===== src/rtl/block_slot_scheduler_if.sv =====
// Slot scheduler bus: raster position, slot config, shared ROM port, pixel out.
// master = timing/config/ROM side, slave = block_slot_scheduler.
interface block_slot_scheduler_if #(
  parameter int AW = 13,
  parameter int SW = 2
);
  // raster position from the timing generator
  logic [10:0]   hcount;
  logic [9:0]    vcount;
  // slot configuration write port
  logic          cfg_we;
  logic [SW-1:0] cfg_slot;
  logic [10:0]   cfg_x;
  logic [9:0]    cfg_y;
  logic [7:0]    cfg_color;
  logic          cfg_en;
  logic          cfg_pend;
  // shared pattern ROM
  logic [AW-1:0] rom_addr;
  logic [1:0]    rom_data;
  // composed pixel
  logic [7:0]    pixel_out;
  logic          pixel_vld;
  logic [SW-1:0] pixel_slot;

  modport master (
    output hcount, vcount,
    output cfg_we, cfg_slot, cfg_x,
    output cfg_y, cfg_color, cfg_en,
    output rom_data,
    input  cfg_pend, rom_addr,
    input  pixel_out, pixel_vld, pixel_slot
  );

  modport slave (
    input  hcount, vcount,
    input  cfg_we, cfg_slot, cfg_x,
    input  cfg_y, cfg_color, cfg_en,
    input  rom_data,
    output cfg_pend, rom_addr,
    output pixel_out, pixel_vld, pixel_slot
  );
endinterface


===== src/rtl/block_slot_scheduler.sv =====
// Shares one 2-bit block ROM among NUM_SLOTS windows, picks a winner per pixel.
// Ports: vclk, rst (async, active-high), bus (slave modport of the _if).
// Shadow config swaps into active regs at frame start (hcount==0 && vcount==0).
// Pipeline: S0 registers rom_addr, ROM reads, S2 registers the pixel,
// so pixel_out trails rom_addr by two clocks.
module block_slot_scheduler #(
  parameter int NUM_SLOTS = 4,
  parameter int BLK_W     = 78,
  parameter int BLK_H     = 53,
  parameter int AW        = 13,
  parameter int IDLE_ADDR = 77
) (
  input  logic                 vclk,
  input  logic                 rst,
  block_slot_scheduler_if.slave bus
);
  localparam int SW = $clog2(NUM_SLOTS);

  typedef struct packed {
    logic [10:0] x;
    logic [9:0]  y;
    logic [7:0]  color;
    logic        en;
  } slot_t;

  slot_t          shd [NUM_SLOTS];
  slot_t          act [NUM_SLOTS];
  slot_t          wr;
  logic [AW-1:0]  cnt [NUM_SLOTS];
  logic [NUM_SLOTS-1:0] hit;
  logic [NUM_SLOTS-1:0] past;
  logic           fs;
  logic           win;
  logic [SW-1:0]  wsel;

  logic           cfg_pend;
  logic [AW-1:0]  rom_addr;
  logic           win_d0;
  logic [SW-1:0]  slot_d0;
  logic [7:0]     col_d0;
  logic           win_d1;
  logic [SW-1:0]  slot_d1;
  logic [7:0]     col_d1;
  logic [7:0]     pixel_out;
  logic           pixel_vld;
  logic [SW-1:0]  pixel_slot;

  assign fs = (bus.hcount == 11'd0)
           && (bus.vcount == 10'd0);

  assign wr = {bus.cfg_x, bus.cfg_y,
               bus.cfg_color, bus.cfg_en};

  // widened compares so x+BLK_W / y+BLK_H never wrap
  always_comb begin
    for (int i = 0; i < NUM_SLOTS; i++) begin
      hit[i] = act[i].en
        && ({1'b0, bus.hcount} >= {1'b0, act[i].x})
        && ({1'b0, bus.hcount} <
            ({1'b0, act[i].x} + 12'(BLK_W)))
        && ({1'b0, bus.vcount} >= {1'b0, act[i].y})
        && ({1'b0, bus.vcount} <
            ({1'b0, act[i].y} + 11'(BLK_H)));
      past[i] = {1'b0, bus.vcount} >=
                ({1'b0, act[i].y} + 11'(BLK_H));
    end
  end

  // lowest index wins: scan downwards, last hit kept
  always_comb begin
    win  = 1'b0;
    wsel = '0;
    for (int i = NUM_SLOTS - 1; i >= 0; i--) begin
      if (hit[i]) begin
        win  = 1'b1;
        wsel = SW'(i);
      end
    end
  end

  // shadow write can coincide with fs: the swap
  // reads the old shadow, so the new write waits
  always_ff @(posedge vclk or posedge rst) begin
    if (rst) begin
      for (int i = 0; i < NUM_SLOTS; i++) begin
        shd[i] <= '0;
        act[i] <= '0;
      end
      cfg_pend <= 1'b0;
    end else begin
      if (fs) begin
        for (int i = 0; i < NUM_SLOTS; i++)
          act[i] <= shd[i];
      end
      if (bus.cfg_we)
        shd[bus.cfg_slot] <= wr;
      if (bus.cfg_we)
        cfg_pend <= 1'b1;
      else if (fs)
        cfg_pend <= 1'b0;
    end
  end

  // each slot walks its own address, win or lose
  always_ff @(posedge vclk or posedge rst) begin
    if (rst) begin
      for (int i = 0; i < NUM_SLOTS; i++)
        cnt[i] <= '0;
    end else begin
      for (int i = 0; i < NUM_SLOTS; i++) begin
        if (fs || past[i])
          cnt[i] <= '0;
        else if (hit[i])
          cnt[i] <= cnt[i] + AW'(1);
      end
    end
  end

  always_ff @(posedge vclk or posedge rst) begin
    if (rst) begin
      rom_addr <= AW'(IDLE_ADDR);
      win_d0   <= 1'b0;
      slot_d0  <= '0;
      col_d0   <= '0;
      win_d1   <= 1'b0;
      slot_d1  <= '0;
      col_d1   <= '0;
    end else begin
      rom_addr <= win ? cnt[wsel]
                      : AW'(IDLE_ADDR);
      win_d0   <= win;
      slot_d0  <= wsel;
      col_d0   <= act[wsel].color;
      win_d1   <= win_d0;
      slot_d1  <= slot_d0;
      col_d1   <= col_d0;
    end
  end

  always_ff @(posedge vclk or posedge rst) begin
    if (rst) begin
      pixel_out  <= '0;
      pixel_vld  <= 1'b0;
      pixel_slot <= '0;
    end else begin
      pixel_vld  <= win_d1;
      pixel_slot <= slot_d1;
      if (!win_d1)
        pixel_out <= 8'h00;
      else begin
        unique case (bus.rom_data)
          2'b00:   pixel_out <= 8'h00;
          2'b11:   pixel_out <= 8'hFF;
          default: pixel_out <= col_d1;
        endcase
      end
    end
  end

  assign bus.cfg_pend   = cfg_pend;
  assign bus.rom_addr   = rom_addr;
  assign bus.pixel_out  = pixel_out;
  assign bus.pixel_vld  = pixel_vld;
  assign bus.pixel_slot = pixel_slot;
endmodule


===== src/flat_wrapper.sv =====
// flat-port wrapper written by rule: the top's interface ports become plain ports
module block_slot_scheduler_flat 
#(
  parameter int NUM_SLOTS = 4,
  parameter int BLK_W     = 78,
  parameter int BLK_H     = 53,
  parameter int AW        = 13,
  parameter int IDLE_ADDR = 77
)
  (vclk, rst, bus_hcount, bus_vcount, bus_cfg_we, bus_cfg_slot, bus_cfg_x, bus_cfg_y, bus_cfg_color, bus_cfg_en, bus_rom_data, bus_cfg_pend, bus_rom_addr, bus_pixel_out, bus_pixel_vld, bus_pixel_slot);
  block_slot_scheduler_if #(.AW(AW)) bus_i ();
  input  logic vclk;
  input  logic rst;
  input wire logic [$bits(bus_i.hcount)-1:0] bus_hcount;
  input wire logic [$bits(bus_i.vcount)-1:0] bus_vcount;
  input wire logic [$bits(bus_i.cfg_we)-1:0] bus_cfg_we;
  input wire logic [$bits(bus_i.cfg_slot)-1:0] bus_cfg_slot;
  input wire logic [$bits(bus_i.cfg_x)-1:0] bus_cfg_x;
  input wire logic [$bits(bus_i.cfg_y)-1:0] bus_cfg_y;
  input wire logic [$bits(bus_i.cfg_color)-1:0] bus_cfg_color;
  input wire logic [$bits(bus_i.cfg_en)-1:0] bus_cfg_en;
  input wire logic [$bits(bus_i.rom_data)-1:0] bus_rom_data;
  output wire logic [$bits(bus_i.cfg_pend)-1:0] bus_cfg_pend;
  output wire logic [$bits(bus_i.rom_addr)-1:0] bus_rom_addr;
  output wire logic [$bits(bus_i.pixel_out)-1:0] bus_pixel_out;
  output wire logic [$bits(bus_i.pixel_vld)-1:0] bus_pixel_vld;
  output wire logic [$bits(bus_i.pixel_slot)-1:0] bus_pixel_slot;
  assign bus_i.hcount = bus_hcount;
  assign bus_i.vcount = bus_vcount;
  assign bus_i.cfg_we = bus_cfg_we;
  assign bus_i.cfg_slot = bus_cfg_slot;
  assign bus_i.cfg_x = bus_cfg_x;
  assign bus_i.cfg_y = bus_cfg_y;
  assign bus_i.cfg_color = bus_cfg_color;
  assign bus_i.cfg_en = bus_cfg_en;
  assign bus_i.rom_data = bus_rom_data;
  assign bus_cfg_pend = bus_i.cfg_pend;
  assign bus_rom_addr = bus_i.rom_addr;
  assign bus_pixel_out = bus_i.pixel_out;
  assign bus_pixel_vld = bus_i.pixel_vld;
  assign bus_pixel_slot = bus_i.pixel_slot;
  block_slot_scheduler #(.NUM_SLOTS(NUM_SLOTS), .BLK_W(BLK_W), .BLK_H(BLK_H), .AW(AW), .IDLE_ADDR(IDLE_ADDR)) u_core (.vclk(vclk), .rst(rst), .bus(bus_i));
endmodule

===== config.mk =====
export PLATFORM = sky130hd
export DESIGN_NAME = block_slot_scheduler_flat
export DESIGN_NICKNAME = d
export VERILOG_FILES = /design/src/rtl/block_slot_scheduler_if.sv /design/src/rtl/block_slot_scheduler.sv /design/src/flat_wrapper.sv
export SDC_FILE = /design/constraint.sdc
export NUM_CORES = 1
export LEC_CHECK = 0
export ABC_AREA = 1
export BUFFER_PORTS_ARGS = -buffer_cell sky130_fd_sc_hd__buf_2
export CAP_MARGIN = 30
export CORE_ASPECT_RATIO = 2
export CORE_UTILIZATION = 60
export CTS_CLUSTER_DIAMETER = 40
export DETAILED_ROUTE_END_ITERATION = 7
export PLACE_DENSITY = 0.78
export SYNTH_ARGS = -nofsm -noshare
export SYNTH_HDL_FRONTEND = slang
export SYNTH_SLANG_ARGS = --single-unit

===== constraint.sdc =====
create_clock -name vclk -period 12.7 [get_ports vclk]
set_input_delay 1.27 -clock vclk [delete_from_list [all_inputs] [get_ports vclk]]
set_output_delay 1.27 -clock vclk [all_outputs]
set_load 0.01 [all_outputs]

==> results.sh, run 1 <==
export IMPL_mappedNetlistNets=2496
export IMPL_cts_htree_levels=1
export IMPL_area_growth_pct=9.58
export IMPL_peakVddDrop_mv=0.129
export IMPL_fin_setup_tns_ns=0
export IMPL_async_flop_share_pct=100
export IMPL_drv_slew=0
export IMPL_path_class="reg2reg"
export IMPL_yosysMostFrequentCell="nand2_1"
export IMPL_cp_max_fo=56
export IMPL_grt_max_degree=117
export IMPL_finalClockSkew_ns=0.0141
export IMPL_cp_required_ns=13.17
export IMPL_swShare_pct=24.1
export IMPL_ctsResizeCount=0
export IMPL_vias=15500
export IMPL_slowest_stage="nand2_2"
export IMPL_place_area_um2=19500
export IMPL_nFillCells=2566
export IMPL_gp_congestion=0.944
export IMPL_placed_cells=2699
export IMPL_ys_ff_latch=339
export IMPL_finish_utilization_pct=66.7
export IMPL_worstMarginPinSlew_ns=0.969
export IMPL_combPwrFrac_pct=6.9
export IMPL_setup_viol_count_final=0
export IMPL_cts_reportedPaths_clkPinSlew_ns=0.07
export IMPL_grt_pass1_wl_mm=77.7
export IMPL_crit_path_start_kind="flop"
export IMPL_root_buffer="clkbuf_16"
export IMPL_period_share_pct=39.4
export IMPL_hold_class="reg2reg"
export IMPL_synth_ff_type="dfrtp_1"
export IMPL_wirelength_mm=47.8
export IMPL_route_detailed_drc=0
export IMPL_finalCriticalPeriod_ns=5.00
export IMPL_cp_slowest_stage_delay_ns=1.04
export IMPL_via_per_inst=5.62
export IMPL_hold_violations=0
export IMPL_pre_cts_ws_ns=7.53
export IMPL_status="complete, no violations"
export IMPL_rsz0062_at_grt="false"
export IMPL_fin_nets=2551
export IMPL_p_leak_nw=10.6
export IMPL_track_usage_pct=30.9
export IMPL_grt_antenna_before_repair=0
export IMPL_dieHeight_um=252
export IMPL_seq_power_share_pct=50.6
export IMPL_dr_pass1_iters=5
export IMPL_cts_buffer_depth=3
export IMPL_timing_hold_ws_ns=0.348
export IMPL_grt_pass1_vias=15700
export IMPL_path_delay_family="simple AND/OR/NAND/NOR gates"
export IMPL_cts_hold_repair_buffers=0
export IMPL_crit_top_cell="nand2_1"
export IMPL_numPortBuffers=82
export IMPL_synth_top_cell_area_share_pct=44.6
export IMPL_cts_tree="built"
export IMPL_num_io_pins=83
export IMPL_ys_seq_area_share_pct=45.2
export IMPL_powerDensity_nw_per_um2=113
export IMPL_die_w_um=127
export IMPL_antennaDiodeCount=0
export IMPL_synth_top_cell_by_area="dfrtp_1"
export IMPL_dp_hpwl_mm=35.6
export IMPL_final_cells=2757
export IMPL_setup_ws_ns=7.70
export IMPL_synth_cell_types=49
export IMPL_intPower_mw=1.76
export IMPL_max_freq_ghz=0.200
export IMPL_cts_buffers=31
export IMPL_post_cts_buffers=0
export IMPL_drt_initial_drc_count=898
export IMPL_fp_row_count=91
export IMPL_clock_latency_ns=0.59
export IMPL_maxSlewHeadroom_pct=35.2
export IMPL_synth_common_cells="nand2_1, dfrtp_1, o21ai_0, inv_1, ha_1"
export IMPL_syn_cell_area_um2=18800
export IMPL_clock_sinks=339
export IMPL_synth_area_leaders="dfrtp_1, ha_1, nand2_1"
export IMPL_coreArea_um2=30900
export IMPL_start_util_pct=60.9
export IMPL_ant_nets=0
export IMPL_post_drt_wl_per_cell_um=17.4
export IMPL_postSynthCellCount=2261
export IMPL_clockPowerShare_pct=42.4
export IMPL_worstPathArrival_ns=5.47
export IMPL_p_total_mw=2.32
export IMPL_cap_violations=0
export IMPL_crit_buf_inv=3
export IMPL_syn_area_per_cell_um2=8.31
export IMPL_dieArea_um2=32100
export IMPL_synth_edf_count=0
export IMPL_grt_overflow_total=0
export IMPL_stdcell_area_um2=20600
export IMPL_cp_cell_sequence="inv_1 > ha_1 > inv_1 > nor2_1 > o21ai_0 > xor2_1 > ha_1 > a21oi_1 > o21a_1 > a21o_1 > nand2_1 > nand2_1 > nand4_2 > nand2_2 > inv_1 > nand2_1 > nand2_1 > nor2_1 > nor2_1"
export IMPL_end_kind="flop"
export IMPL_p_sw_mw=0.560
export IMPL_yosys_warnings=0
export IMPL_drive_gt1_share_pct=8.34
-- sequential cells by signal (all words and copies together) (netlist names) --
name and flops:
u_core.bus.cfg_pend 1, u_core.col_d0 8, u_core.shd 120, u_core.cnt 52
u_core.bus.pixel_out 8, u_core.win_d1 1, u_core.slot_d0 2, u_core.act 120
u_core.slot_d1 2, u_core.col_d1 8, u_core.bus.pixel_slot 2, u_core.bus.rom_addr 13
u_core.bus.pixel_vld 1, u_core.win_d0 1
-- cells in the final DEF (no fill, tap or decap), types with 4 or more instances in the layout --
cell       instances
a21o_1             6
a21oi_1          105
a31oi_1            6
buf_2             82
buf_4             10
bufinv_16          5
clkbuf_1           7
clkbuf_16         31
clkinv_2           6
dfrtp_1          335
dfstp_2            4
ha_1             177
inv_1            244
inv_2              7
nand2_1          560
nand2_2            7
nand3_1          104
nand3_2            8
nand4_1           16
nor2_1           134
nor2_2             6
nor3_1            48
nor3_2             5
nor3b_1            5
nor4_1             7
o211ai_1          20
o21a_1             5
o21ai_0          277
o21ai_1            8
o31ai_1            5
xor2_1            59
-- area by class of cell --
cell class	count	area, µm²	area share [%]
Timing Repair Buffer	93	513	2.49
Sequential cell	339	8490	41.2
Clock inverter	16	241	1.17
Inverter	254	966	4.69
Multi-Input combinational cell	1597	9030	43.8
Clock buffer	40	830	4.03
Tap cell	418	523	2.54
-- cell families (layout without fill, tap and decap cells) --
family | after synthesis | count (layout) | share of synthesized area, %
AND/OR/NAND/NOR | 911 | 911 | 20.5
AO/OA/AOI/OAI | 447 | 447 | 12.7
flip-flops | 339 | 339 | 45.2
buffers and inverters | 325 | 403 | 6.91
adder cells (fa/ha/maj) | 177 | 177 | 11.8
XOR/XNOR | 62 | 62 | 2.89
-- layer usage --
metal,track usage [%],vias up,routed length [µm]
met3,3.11,159,1800
met1,33.1,7365,17700
met5,0,-,0
met4,20.6,0,3480
li1,-,7521,-
met2,56.8,441,24900
-- final timing paths --
path	cells after the start	end	from	slack (ns)
worst min register to register	0	u_core.col_d1[7]	u_core.col_d0[7]	0.35
worst max register to register	19	u_core.bus.rom_addr[9]	u_core.act[110]	7.70
worst max-delay path	19	u_core.bus.rom_addr[9]	u_core.act[110]	7.70
worst min-delay path	0	u_core.col_d1[7]	u_core.col_d0[7]	0.35
min in group asynchronous	2	u_core.cnt[4]	rst	0.82
max in group asynchronous	3	u_core.shd[25]	rst	10.37
-- power groups by stage --
stage                     clock (mW)  sequential, mW  combinational, mW
after detailed placement           0            1.19              0.161
after CTS                      0.999            1.17              0.162
after global placement             0            1.19              0.152
after floorplan                    0            1.19              0.105
after global routing            1.04            1.18              0.188
final                          0.985            1.18              0.161
No activity file was read; power rests on OpenSTA's default activity.
==> inputs of run 2 (changes only) <==
- ABC_AREA: 1 -> 0
- clock period: 12.7 -> 4.85 ns (I/O delays scaled with it)
==> run 2 against run 1 <==
The run now ends with DRC left. Hold slack worse by 0.13 ns. Critical endpoint is now u_core.cnt[7]. Non-clock buffer count increased by 7. Synthesized cell count down 24%. Critical path type unchanged. Setup slack got worse by 6.9 ns. Largest power group unchanged.
==> results.sh, run 2 <==
export IMPL_worstMarginPinSlew_ns=0.856
export IMPL_r2r_start="u_core.act[20]"
export IMPL_status="complete, but fails checks"
export IMPL_fp_row_count=89
export IMPL_worstPathArrival_ns=4.48
export IMPL_peakVddDrop_mv=0.310
export IMPL_holdPathEnd="u_core.shd[79]"
export IMPL_clock_latency_ns=0.55
export IMPL_yosys_warnings=0
export IMPL_reg2regPathDepth=15
export IMPL_post_cts_buffers=0
export IMPL_setup_viol_count_final=0
export IMPL_synth_area_leaders="dfrtp_1, ha_1, mux2_2"
export IMPL_cp_cell_sequence="inv_1 > ha_1 > nand2b_1 > a31oi_1 > nor2_1 > xnor2_1 > ha_1 > a21o_1 > a21oi_1 > a21oi_1 > a2111oi_2 > and3_1 > nand3_1 > or4_1 > a21oi_1"
export IMPL_cts_tree="built"
export IMPL_num_io_pins=83
export IMPL_cts_htree_levels=2
export IMPL_syn_cell_area_um2=18200
export IMPL_worstHoldStart="bus_cfg_x[0]"
export IMPL_crit_top_cell="a21oi_1"
export IMPL_drt_initial_drc_count=720
export IMPL_grt_overflow_total=0
export IMPL_synth_top_cell_area_share_pct=46.1
export IMPL_dieArea_um2=31000
export IMPL_cp_required_ns=5.29
export IMPL_post_drt_wl_per_cell_um=21.1
export IMPL_path_delay_family="simple AND/OR/NAND/NOR gates"
export IMPL_yosysMostFrequentCell="dfrtp_1"
export IMPL_period_share_pct=83.3
export IMPL_placed_cells=2117
export IMPL_crit_buf_inv=1
export IMPL_violations="DRC"
export IMPL_hold_path_depth=2
export IMPL_grt_antenna_before_repair=2
export IMPL_synth_cell_types=60
export IMPL_finish_utilization_pct=68.4
export IMPL_dieHeight_um=248
export IMPL_top_regs="u_core.act (120), u_core.shd (120), u_core.cnt (52)"
export IMPL_rsz0062_at_grt="false"
export IMPL_rr_endpoint="u_core.cnt[7]"
export IMPL_dr_pass1_iters=8
export IMPL_synth_edf_count=0
export IMPL_cp_slowest_stage_delay_ns=0.61
export IMPL_timing_hold_ws_ns=0.221
export IMPL_drive_gt1_share_pct=18.0
export IMPL_reg2reg_slack_ns=0.81
export IMPL_end_kind="flop"
export IMPL_finalClockSkew_ns=0.0333
export IMPL_die_w_um=125
export IMPL_final_cell_mix="dfrtp_1, ha_1, nand2_1"
export IMPL_powerDensity_nw_per_um2=319
export IMPL_clock_sinks=339
export IMPL_cts_buffers=35
export IMPL_gp_congestion=0.896
export IMPL_setup_ws_ns=0.810
export IMPL_synth_top_cell_by_area="dfrtp_1"
export IMPL_grt_pass1_vias=14300
export IMPL_maxSlewHeadroom_pct=42.7
export IMPL_synth_common_cells="dfrtp_1, ha_1, nand2_1, mux2_2, o21ai_0"
export IMPL_fin_setup_tns_ns=0
export IMPL_cp_max_fo=15
export IMPL_syn_area_per_cell_um2=10.6
export IMPL_start_util_pct=61.4
export IMPL_hold_violations=0
export IMPL_track_usage_pct=30.7
export IMPL_area_growth_pct=11.5
export IMPL_fin_nets=2027
export IMPL_postSynthCellCount=1715
export IMPL_grt_max_degree=140
export IMPL_stdcell_area_um2=20300
export IMPL_wirelength_mm=46.0
export IMPL_dp_hpwl_mm=32.6
export IMPL_via_per_inst=6.24
export IMPL_ys_ff_latch=339
export IMPL_ctsResizeCount=0
export IMPL_synth_ff_type="dfrtp_1"
export IMPL_path_class="reg2reg"
export IMPL_final_cells=2185
export IMPL_max_freq_ghz=0.248
export IMPL_mappedNetlistNets=1950
export IMPL_p_total_mw=6.47
export IMPL_place_area_um2=19000
export IMPL_final_common_cell="dfrtp_1"
export IMPL_slowest_stage="or4_1"
export IMPL_crit_path_start_kind="flop"
export IMPL_ant_nets=0
export IMPL_root_buffer="clkbuf_16"
export IMPL_cts_reportedPaths_clkPinSlew_ns=0.07
export IMPL_drv_slew=0
export IMPL_hold_class="in2reg"
export IMPL_vias=13600
export IMPL_cap_violations=0
export IMPL_route_detailed_drc=4
export IMPL_pre_cts_ws_ns=0.814
export IMPL_numPortBuffers=82
export IMPL_grt_pass1_wl_mm=73.5
export IMPL_finalCriticalPeriod_ns=4.04
export IMPL_ys_seq_area_share_pct=46.7
export IMPL_coreArea_um2=29600
export IMPL_cts_buffer_depth=3
export IMPL_p_leak_nw=9.68
export IMPL_async_flop_share_pct=100
## run 2: changes by cell type after synthesis, sizes merged, moves of 75 or more
cell,delta
inv,-135
mux2,+144
nand2,-412
nand3,-84
nor2,-75
o21ai,-145
## run 2: logic make-up after synthesis
logic type,count (synthesis),synth area share [%]
adders and majority gates,177,12.2
and+or+nand+nor,401,10.9
buffers and inverters,178,3.77
AOI/OAI and AO/OA,380,12.9
xor gates and xnor gates,94,4.53
muxes,146,9.03
DFF,339,46.7
## run 2: worst register-to-register path, stage by stage, from the launching register on
cell and delay, ns:
dfrtp_1 0.40, inv_1 0.12, ha_1 0.20, nand2b_1 0.09, a31oi_1 0.25, nor2_1 0.08, xnor2_1 0.13, ha_1 0.30
a21o_1 0.18, a21oi_1 0.14, a21oi_1 0.08, a2111oi_2 0.57, and3_1 0.27, nand3_1 0.34, or4_1 0.61, a21oi_1 0.17
## run 2: per-layer routing
layer  wire length, µm  track usage, %  vias to the layer above
li1                  -               -                     6251
met1             16400            32.3                     6781
met2             24200            55.6                      418
met3              1820            3.89                      183
met4              3630            24.2                        0
met5                 0               0                        -
## run 2: worst max path at each step
stage	from	to	slack, ns	cells after the start
final	u_core.act[20]	u_core.cnt[7]	0.81	15
after global routing	u_core.act[20]	u_core.cnt[7]	0.53	15
after CTS	u_core.act[20]	u_core.cnt[7]	0.79	15
after detailed placement	u_core.act[20]	u_core.cnt[7]	0.81	15
after global placement	u_core.act[20]	u_core.cnt[12]	0.89	15
after floorplan	rst	u_core.act[0]	-0.16	1
## run 2: layout make-up
cell class | instances | area (µm²)
clock inverter | 26 | 312
antenna | 2 | 5.00
tap | 364 | 455
clock buffer | 38 | 918
sequential | 339 | 8490
timing repair buffer | 100 | 618
multi-input combinational | 1198 | 9020
inverter | 118 | 447
fill | 2229 | 9360
## run 2: power breakdown
| group | switching, mW | internal, mW |
|---|---|---|
| sequential | 0.0992 | 3.02 |
| combinational | 0.255 | 0.233 |
| clock | 1.20 | 1.67 |
| total | 1.55 | 4.92 |
## run 2: repair_timing
item / CTS / global route
hold buffers: 1 / 0
endpoints found under the setup margin: 0 / 0
hold endpoints to repair: 13 / 0
